File: config.mk
export PLATFORM = sky130hd
export DESIGN_NAME = lcd_write_fsm
export DESIGN_NICKNAME = d
export VERILOG_FILES = /design/src/rtl/lcd_write_fsm.sv
export SDC_FILE = /design/constraint.sdc
export NUM_CORES = 1
export LEC_CHECK = 0
export BUFFER_PORTS_ARGS = -buffer_cell sky130_fd_sc_hd__buf_2
export CORE_ASPECT_RATIO = 0.75
export CORE_MARGIN = 2
export CORE_UTILIZATION = 25
export DETAILED_ROUTE_END_ITERATION = 16
export GPL_TIMING_DRIVEN = 0
export SLEW_MARGIN = 20
export SYNTH_ARGS = -nofsm -noshare
export SYNTH_HDL_FRONTEND = slang
export SYNTH_SLANG_ARGS = --single-unit
File: constraint.sdc
create_clock -name i_clk -period 4.6 [get_ports i_clk]
set_input_delay 0.23 -clock i_clk [delete_from_list [all_inputs] [get_ports i_clk]]
set_output_delay 0.23 -clock i_clk [all_outputs]
set_load 0.05 [all_outputs]
File: src/rtl/lcd_write_fsm.sv
// Character writer for a 4-bit HD44780 bus: per character, Set-DDRAM-address then the data byte.
// Build option LCD_FRAME_CLEAR_EN: a Clear Display command precedes the character at addr 0 / memory_addr 0.
module lcd_write_fsm #(
    parameter int T_SETUP    = 2,
    parameter int T_EPULSE   = 12,
    parameter int T_HOLD     = 1,
    parameter int T_NIB_GAP  = 50,
    parameter int T_BYTE_GAP = 2000
`ifdef LCD_FRAME_CLEAR_EN
    ,
    parameter int T_CLEAR    = 82000
`endif
) (
    input  logic        i_clk,
    input  logic        i_reset,
    input  logic        i_start,
    input  logic [6:0]  i_addr,
    input  logic [10:0] i_memory_addr,
    input  logic [7:0]  i_char_data,
    output logic        o_change_addr,
    output logic        o_change_memory_addr,
    output logic        o_lcd_e,
    output logic        o_lcd_rs,
    output logic        o_lcd_rw,
    output logic [3:0]  o_sf_d,
    output logic        o_busy,
    output logic [3:0]  o_state
);
    typedef enum logic [3:0] {
        ST_IDLE, ST_LOAD, ST_N_SETUP, ST_N_E, ST_N_HOLD,
        ST_N_GAP, ST_B_GAP, ST_ADVANCE, ST_CLR_WAIT
    } state_t;
    typedef enum logic [1:0] {PH_CMD, PH_DATA, PH_CLEAR} phase_t;

    // Timers load with duration-1 so each state lasts exactly its duration.
    localparam logic [16:0] LD_SETUP  = 17'(T_SETUP - 1);
    localparam logic [16:0] LD_EPULSE = 17'(T_EPULSE - 1);
    localparam logic [16:0] LD_HOLD   = 17'(T_HOLD - 1);
    localparam logic [16:0] LD_NIBGAP = 17'(T_NIB_GAP - 1);
    localparam logic [16:0] LD_BYTGAP = 17'(T_BYTE_GAP - 1);
`ifdef LCD_FRAME_CLEAR_EN
    localparam logic [16:0] LD_CLEAR  = 17'(T_CLEAR - 1);
`endif

    state_t      r_state, w_state_nx;
    phase_t      r_phase, w_phase_nx;
    logic [16:0] r_timer, w_timer_nx;
    logic [7:0]  r_byte, w_byte_nx;
    logic        r_lower, w_lower_nx;
    logic        r_lcd_rs, w_lcd_rs_nx;
    logic [3:0]  r_sf_d, w_sf_d_nx;
    logic        w_timer_done;

    assign w_timer_done = (r_timer == 17'd0);

`ifndef LCD_FRAME_CLEAR_EN
    logic w_unused_mem;
    assign w_unused_mem = ^i_memory_addr;
`endif

    always_ff @(posedge i_clk or negedge i_reset) begin
        if (!i_reset) begin
            r_state  <= ST_IDLE;
            r_phase  <= PH_CMD;
            r_timer  <= '0;
            r_byte   <= '0;
            r_lower  <= 1'b0;
            r_lcd_rs <= 1'b0;
            r_sf_d   <= '0;
        end else begin
            r_state  <= w_state_nx;
            r_phase  <= w_phase_nx;
            r_timer  <= w_timer_nx;
            r_byte   <= w_byte_nx;
            r_lower  <= w_lower_nx;
            r_lcd_rs <= w_lcd_rs_nx;
            r_sf_d   <= w_sf_d_nx;
        end
    end

    always_comb begin
        w_state_nx  = r_state;
        w_phase_nx  = r_phase;
        w_timer_nx  = r_timer;
        w_byte_nx   = r_byte;
        w_lower_nx  = r_lower;
        w_lcd_rs_nx = r_lcd_rs;
        w_sf_d_nx   = r_sf_d;
        if (i_start && r_state != ST_IDLE) begin
            // Init phase reclaims the bus: drop everything, no change pulse.
            w_state_nx = ST_IDLE;
            w_timer_nx = '0;
        end else begin
            case (r_state)
                ST_IDLE: begin
                    if (!i_start) w_state_nx = ST_LOAD;
                end
                ST_LOAD: begin
                    w_byte_nx  = {1'b1, i_addr};
                    w_phase_nx = PH_CMD;
`ifdef LCD_FRAME_CLEAR_EN
                    if (i_addr == 7'd0 && i_memory_addr == 11'd0) begin
                        w_byte_nx  = 8'h01;
                        w_phase_nx = PH_CLEAR;
                    end
`endif
                    w_lcd_rs_nx = 1'b0;
                    w_sf_d_nx   = w_byte_nx[7:4];
                    w_lower_nx  = 1'b0;
                    w_timer_nx  = LD_SETUP;
                    w_state_nx  = ST_N_SETUP;
                end
                ST_N_SETUP: begin
                    if (w_timer_done) begin
                        w_state_nx = ST_N_E;
                        w_timer_nx = LD_EPULSE;
                    end else w_timer_nx = r_timer - 17'd1;
                end
                ST_N_E: begin
                    if (w_timer_done) begin
                        w_state_nx = ST_N_HOLD;
                        w_timer_nx = LD_HOLD;
                    end else w_timer_nx = r_timer - 17'd1;
                end
                ST_N_HOLD: begin
                    if (!w_timer_done) w_timer_nx = r_timer - 17'd1;
                    else if (!r_lower) begin
                        w_state_nx = ST_N_GAP;
                        w_timer_nx = LD_NIBGAP;
                    end else begin
                        w_state_nx = ST_B_GAP;
                        w_timer_nx = LD_BYTGAP;
                    end
                end
                ST_N_GAP: begin
                    if (w_timer_done) begin
                        w_lower_nx = 1'b1;
                        w_sf_d_nx  = r_byte[3:0];
                        w_timer_nx = LD_SETUP;
                        w_state_nx = ST_N_SETUP;
                    end else w_timer_nx = r_timer - 17'd1;
                end
                ST_B_GAP: begin
                    if (!w_timer_done) w_timer_nx = r_timer - 17'd1;
                    else if (r_phase == PH_DATA) w_state_nx = ST_ADVANCE;
`ifdef LCD_FRAME_CLEAR_EN
                    else if (r_phase == PH_CLEAR) begin
                        w_state_nx = ST_CLR_WAIT;
                        w_timer_nx = LD_CLEAR;
                    end
`endif
                    else begin
                        // The only point where char_data is sampled for this character.
                        w_byte_nx   = i_char_data;
                        w_phase_nx  = PH_DATA;
                        w_lcd_rs_nx = 1'b1;
                        w_sf_d_nx   = i_char_data[7:4];
                        w_lower_nx  = 1'b0;
                        w_timer_nx  = LD_SETUP;
                        w_state_nx  = ST_N_SETUP;
                    end
                end
`ifdef LCD_FRAME_CLEAR_EN
                ST_CLR_WAIT: begin
                    if (w_timer_done) begin
                        w_byte_nx   = {1'b1, i_addr};
                        w_phase_nx  = PH_CMD;
                        w_lcd_rs_nx = 1'b0;
                        w_sf_d_nx   = {1'b1, i_addr[6:4]};
                        w_lower_nx  = 1'b0;
                        w_timer_nx  = LD_SETUP;
                        w_state_nx  = ST_N_SETUP;
                    end else w_timer_nx = r_timer - 17'd1;
                end
`endif
                ST_ADVANCE: w_state_nx = ST_LOAD;
                default:    w_state_nx = ST_IDLE;
            endcase
        end
    end

    assign o_lcd_e              = (r_state == ST_N_E);
    assign o_lcd_rs             = r_lcd_rs;
    assign o_lcd_rw             = 1'b0;
    assign o_sf_d               = r_sf_d;
    assign o_change_addr        = (r_state == ST_ADVANCE);
    assign o_change_memory_addr = (r_state == ST_ADVANCE);
    assign o_busy               = (r_state != ST_IDLE);
    assign o_state              = r_state;
endmodule

==> Word level (Yosys, flattened, before mapping) <==
Cells that the tools add are included.
{ "op_classes": {"n_addsub": 1, "eq_ne": 18, "mux": 36, "bitwise": 1, "reduce_logical": 11} }
{ "ops": {"columns": ["operator", "count"], "rows": [
  ["$mux W17", 7],
  ["$pmux W17 S6", 1],
  ["$mux W4", 12],
  ["$pmux W4 S8", 1],
  ["$logic_not A17 Y1", 1],
  ["$sub A17 B1 Y17 const B", 1],
  ["$eq A4 B3 Y1 const B", 4],
  ["$ne A3 B3 Y1 const B", 5],
  ["$pmux W4 S3", 1],
  ["$mux W11", 1],
  ["$eq A4 B2 Y1 const B", 2],
  ["$pmux W4 S2", 1],
  ["$reduce_bool A7 Y1", 1],
  ["$mux W2", 3],
  ["$ne A2 B2 Y1 const B", 3],
  ["$reduce_and A6 Y1", 1],
  ["$mux W1", 5],
  ["$reduce_and A5 Y1", 1],
  ["$eq A4 B1 Y1 const B", 1],
  ["$logic_not A4 Y1", 1],
  ["$ne A4 B4 Y1 const B", 1],
  ["$pmux W2 S2", 1],
  ["$reduce_and A4 Y1", 1],
  ["$reduce_bool A4 Y1", 1],
  ["other kinds (10)", 10]
]} }
{ "word_totals": {"regBits": 33, "inputBits": 29, "out_inout_bits": 14, "word_cells": 74} }

==> Longest topological paths before layout <==
{ "logic_depth": {"word_depth": 5, "ltp_mapped": 10, "ltp_nobuf": 7} }

==> Worst setup path before layout <==
No wires, ideal clock.
{ "synth_path": {"path_type": "register to register", "start": "register r_state[0], in the netlist o_state[0]", "end": "register r_timer[10]", "setup_time_ns": 0.127, "t_arrival_ns": 2.198, "required_time_ns": 4.473, "slack_ns": 2.275, "path_stages_with_launch": 8, "n_path_buf": 2, "period_less_slack_ns": 2.325, "path_cell_list": "dfrtp_1 > and3_1 > or3_1 > clkbuf_1 > clkbuf_1 > nor3_1 > o21ai_0 > o21ai_1"} }
{ "synth_between": {"elab_chain_len": 4, "word_cells_on_any_way": 13, "classes_between": "7 x eq/ne; 2 x mux; 4 x reduce/logical"} }
{ "synth_lines": {"columns": ["element", "line", "rtl"], "rows": [
  ["from (decl)", "45", "state_t r_state, w_state_nx;"],
  ["from (signal assigned)", "71", "r_state <= w_state_nx;"],
  ["$reduce_bool A4 Y1", "89", "if (i_start && r_state != ST_IDLE) begin"],
  ["$logic_and A1 B1 Y1", "89", null],
  ["$ne A4 B4 Y1 (no source line) or $reduce_bool A7 Y1 (tied branches)", null, null],
  ["$reduce_and A2 Y1 (no source line)", null, null],
  ["to (signal assigned)", "73", "r_timer <= w_timer_nx;"],
  ["to (decl)", "47", "logic [16:0] r_timer, w_timer_nx;"]
]} }
Several ways; a longest one is shown, not always the timed one.
A chain may end at the register's enable or synchronous reset.

==> Worst setup path in the final report <==
{ "layout_path": {"start": "register r_timer[0]", "end": "register r_byte[2]"} }
{ "layout_between": {"elab_chain_len": 3} }
{ "layout_lines": {"columns": ["element", "line", "rtl"], "rows": [
  ["$logic_not A17 Y1", "54", "assign w_timer_done = (r_timer == 17'd0);"],
  ["$ne A2 B2 Y1 (no source line)", null, null],
  ["$reduce_and A4 Y1 (no source line)", null, null],
  ["to (signal assigned)", "74", "r_byte <= w_byte_nx;"],
  ["to (decl)", "48", "logic [7:0] r_byte, w_byte_nx;"]
]} }
Every way passes these cells.

==> impl_metrics.env <==
export IMPL_vias_per_cell=5.188
export IMPL_ys_ff_latch=30
export IMPL_critical_path_class="flop to flop"
export IMPL_pin_count=43
export IMPL_clock_sinks=30
export IMPL_fin_crit_ns=2.344
export IMPL_syn2layout_area_growth_pct=17.59
export IMPL_synth_area_leaders="dfrtp_1, o21ai_1, mux2_1, a21oi_1, nor3_1"
export IMPL_syn_area_per_cell_um2=8.649
export IMPL_fillers=856
export IMPL_ctsHoldBuffers=0
export IMPL_fp_coreArea_um2=7988
export IMPL_antenna_found_initial=0
export IMPL_critPathLaunch="r_timer[0]"
export IMPL_tightest_slew_ns=0.7323
export IMPL_synth_warnings=0
export IMPL_pwr_share_seq=0.243
export IMPL_root_buffer="clkbuf_8"
export IMPL_grt_use_total=0.1279
export IMPL_clkPwrFrac=0.113
export IMPL_clk_path_buf_depth=2
export IMPL_comb_power_share=0.644
export IMPL_ir_drop_mv=0.3410
export IMPL_ys_seq_area_frac=0.3601
export IMPL_setup_viol_count_final=0
export IMPL_maxSlewHeadroom=0.5073
export IMPL_synthArstFlopShare=1.000
export IMPL_drive_above_1_share=0.2230
export IMPL_cts_tree="done"
export IMPL_finalMaxSlewViolations=0
export IMPL_grt_max_degree=31
export IMPL_crit_fanout=9
export IMPL_worst_setup_path_end_kind="flop"
export IMPL_grt_pass1_vias=1886
export IMPL_ctsResizeCount=0
export IMPL_rsz0062_at_grt="no"
export IMPL_numCtsBuffers=5
export IMPL_wl_um=5429
export IMPL_violations="negative hold slack"
export IMPL_clkTransAtPathRegs_ns=0.07
export IMPL_postCtsSetupBuffers=0
export IMPL_setup_tns_ns=0
export IMPL_min_period_over_period=0.5095
export IMPL_clock_fmax_ghz=0.4267
export IMPL_synthesis_area_um2=2084
export IMPL_hold_path_class="input port to async pin"
export IMPL_start_kind="flop"
export IMPL_drv_cap=0
export IMPL_cp_required_ns=4.77
export IMPL_dpl_worst_slack_ns=2.265
export IMPL_die_w_um=109.4
export IMPL_die_area_um2=9092
export IMPL_p_switching_mw=1.032
export IMPL_vias=1987
export IMPL_fin_skew_ns=0.003200
export IMPL_routedWlPerCell_um=14.17
export IMPL_drt_pass1_iterations=4
export IMPL_synth_edf_count=0
export IMPL_rows=28
export IMPL_power_internal_mw=0.9288
export IMPL_place_congestion=0.8343
export IMPL_postSynthCellCount=241
export IMPL_port_buffers=28
export IMPL_synth_ff_type="dfrtp_1"
export IMPL_h_tree_depth=2
export IMPL_status="finished with violations"
export IMPL_globalRoute_totalOverflow=0
export IMPL_dpl_hpwl_um=4095
export IMPL_postRouteAntennaNets=0
export IMPL_synth_top_area_share=0.3601
export IMPL_drc=0
export IMPL_whs_ns=-0.0008777
export IMPL_clk_latency_ns=0.28
export IMPL_synth_distinct_cells=55
export IMPL_powerDensity_nw_per_um2=800.0
export IMPL_dieHeight_um=83.08
export IMPL_p_leak_nw=1.043
export IMPL_diodes=0
export IMPL_r2r_start="r_timer[0]"
export IMPL_worstPathArrival_ns=2.51
export IMPL_dr_first_iter_drc_count=188
export IMPL_initial_core_util=0.2610
export IMPL_nNetsFinal=308
export IMPL_grt_pass1_wl_um=9363
export IMPL_fin_ws_ns=2.256
export IMPL_switching_share=0.5264
export IMPL_synth_top_area_cell="dfrtp_1"
export IMPL_hold_viol_final=1
-- layer usage --
| metal | global-route usage | share of wire |
|---|---|---|
| met5 | 0 | 0 |
| met3 | 0.01962 | 0.062 |
| met1 | 0.1982 | 0.49 |
| met2 | 0.1813 | 0.44 |
| met4 | 0.03452 | 0.010 |
-- cell families after synthesis --
group           Yosys count  share of synthesized area
compound gates           74                     0.2215
other cells               1                   0.001799
flops                    30                     0.3601
fa+ha+maj                 2                    0.01200
simple gates             86                     0.2449
mux                      16                    0.08343
buf+inv                  32                    0.07623
-- cell type report --
type | instances | area, um^2 | area share
Buffer | 21 | 117.6 | 0.04798
Clock buffer | 7 | 86.33 | 0.03522
Clock inverter | 1 | 5.005 | 0.002042
Inverter | 11 | 41.29 | 0.01685
Multi-Input combinational cell | 180 | 1179 | 0.4809
Sequential cell | 30 | 750.7 | 0.3063
Tap cell | 105 | 131.4 | 0.05360
Timing Repair Buffer | 28 | 140.1 | 0.05717
-- worst max-delay path, cell delays in order (launching register included) --
cell and delay, ns:
dfrtp_1 0.44, inv_1 0.13, ha_1 0.14, nor4b_1 0.36
and4_1 0.27, buf_4 0.18, nand3_4 0.11, a21oi_4 0.25
mux2_2 0.36
-- metrics by stage --
step                      cells    util  total power [mW]  instance area [um^2]  hold slack, ns
after floorplan             242       -             1.421                  2088        -0.06559
after CTS                   383  0.3069             1.951                  2451         0.01845
final                       383  0.3069             1.961                  2451      -0.0008777
after detailed placement    375  0.2954             1.727                  2360          0.3236
after global routing        383  0.3069             2.130                  2451         0.04047
after global placement      375  0.2954             1.729                  2360          0.3268
-- synth_stat cells (all sizes together), types with 2 or more instances --
master / n
mux2: 11
nand3: 5
a211oi: 6
a31oi: 3
nor4: 7
a21oi: 19
nor3: 16
o22ai: 5
nand4: 2
and3: 2
o21ai: 28
ha: 2
mux2i: 5
dfrtp: 30
clkbuf: 9
or4: 2
nand2b: 7
buf: 12
a31o: 2
inv: 11
or3: 6
nor2: 19
nor3b: 2
nand2: 8
o31ai: 3
or2: 3
-- cells in the final DEF (no fill, tap or decap), types with 4 or more instances in the layout --
cell       n
a211oi_1   6
a21oi_1   17
buf_2     32
buf_4      7
clkbuf_1  10
clkbuf_8   6
dfrtp_1   30
inv_1     11
mux2_1     8
mux2i_1    5
nand2_1    8
nand2b_1   7
nand3_1    4
nor2_1    18
nor3_1    14
nor4_1     5
o21ai_0    6
o21ai_1   22
o22ai_1    5
or3_1      6
-- path summary, 6_finish.rpt --
kind | to | cells past startpoint | slack [ns]
max reg2reg | r_byte[2] | 8 | 2.26
min | r_byte[1] | 1 | -0.0009
max in group asynchronous | r_timer[13] | 1 | 4.15
min reg2reg | o_sf_d[2] | 1 | 0.50
max | r_byte[2] | 8 | 2.26
min in group i_clk | r_byte[3] | 3 | 0.28
-- power by group through the flow --
stage	Sequential, mW	Combinational, mW	Clock, mW
final	0.477	1.26	0.222
after global routing	0.496	1.39	0.240
after CTS	0.475	1.25	0.225
after detailed placement	0.480	1.25	0
after global placement	0.479	1.25	0
after floorplan	0.536	0.885	0
-- flip-flops by register name, summed over array words and instances (netlist names) --
signal and count:
o_sf_d 4, r_timer 17, o_state 3, r_byte 4, o_lcd_rs 1, r_lower 1
No activity file was read; power rests on OpenSTA's default activity.
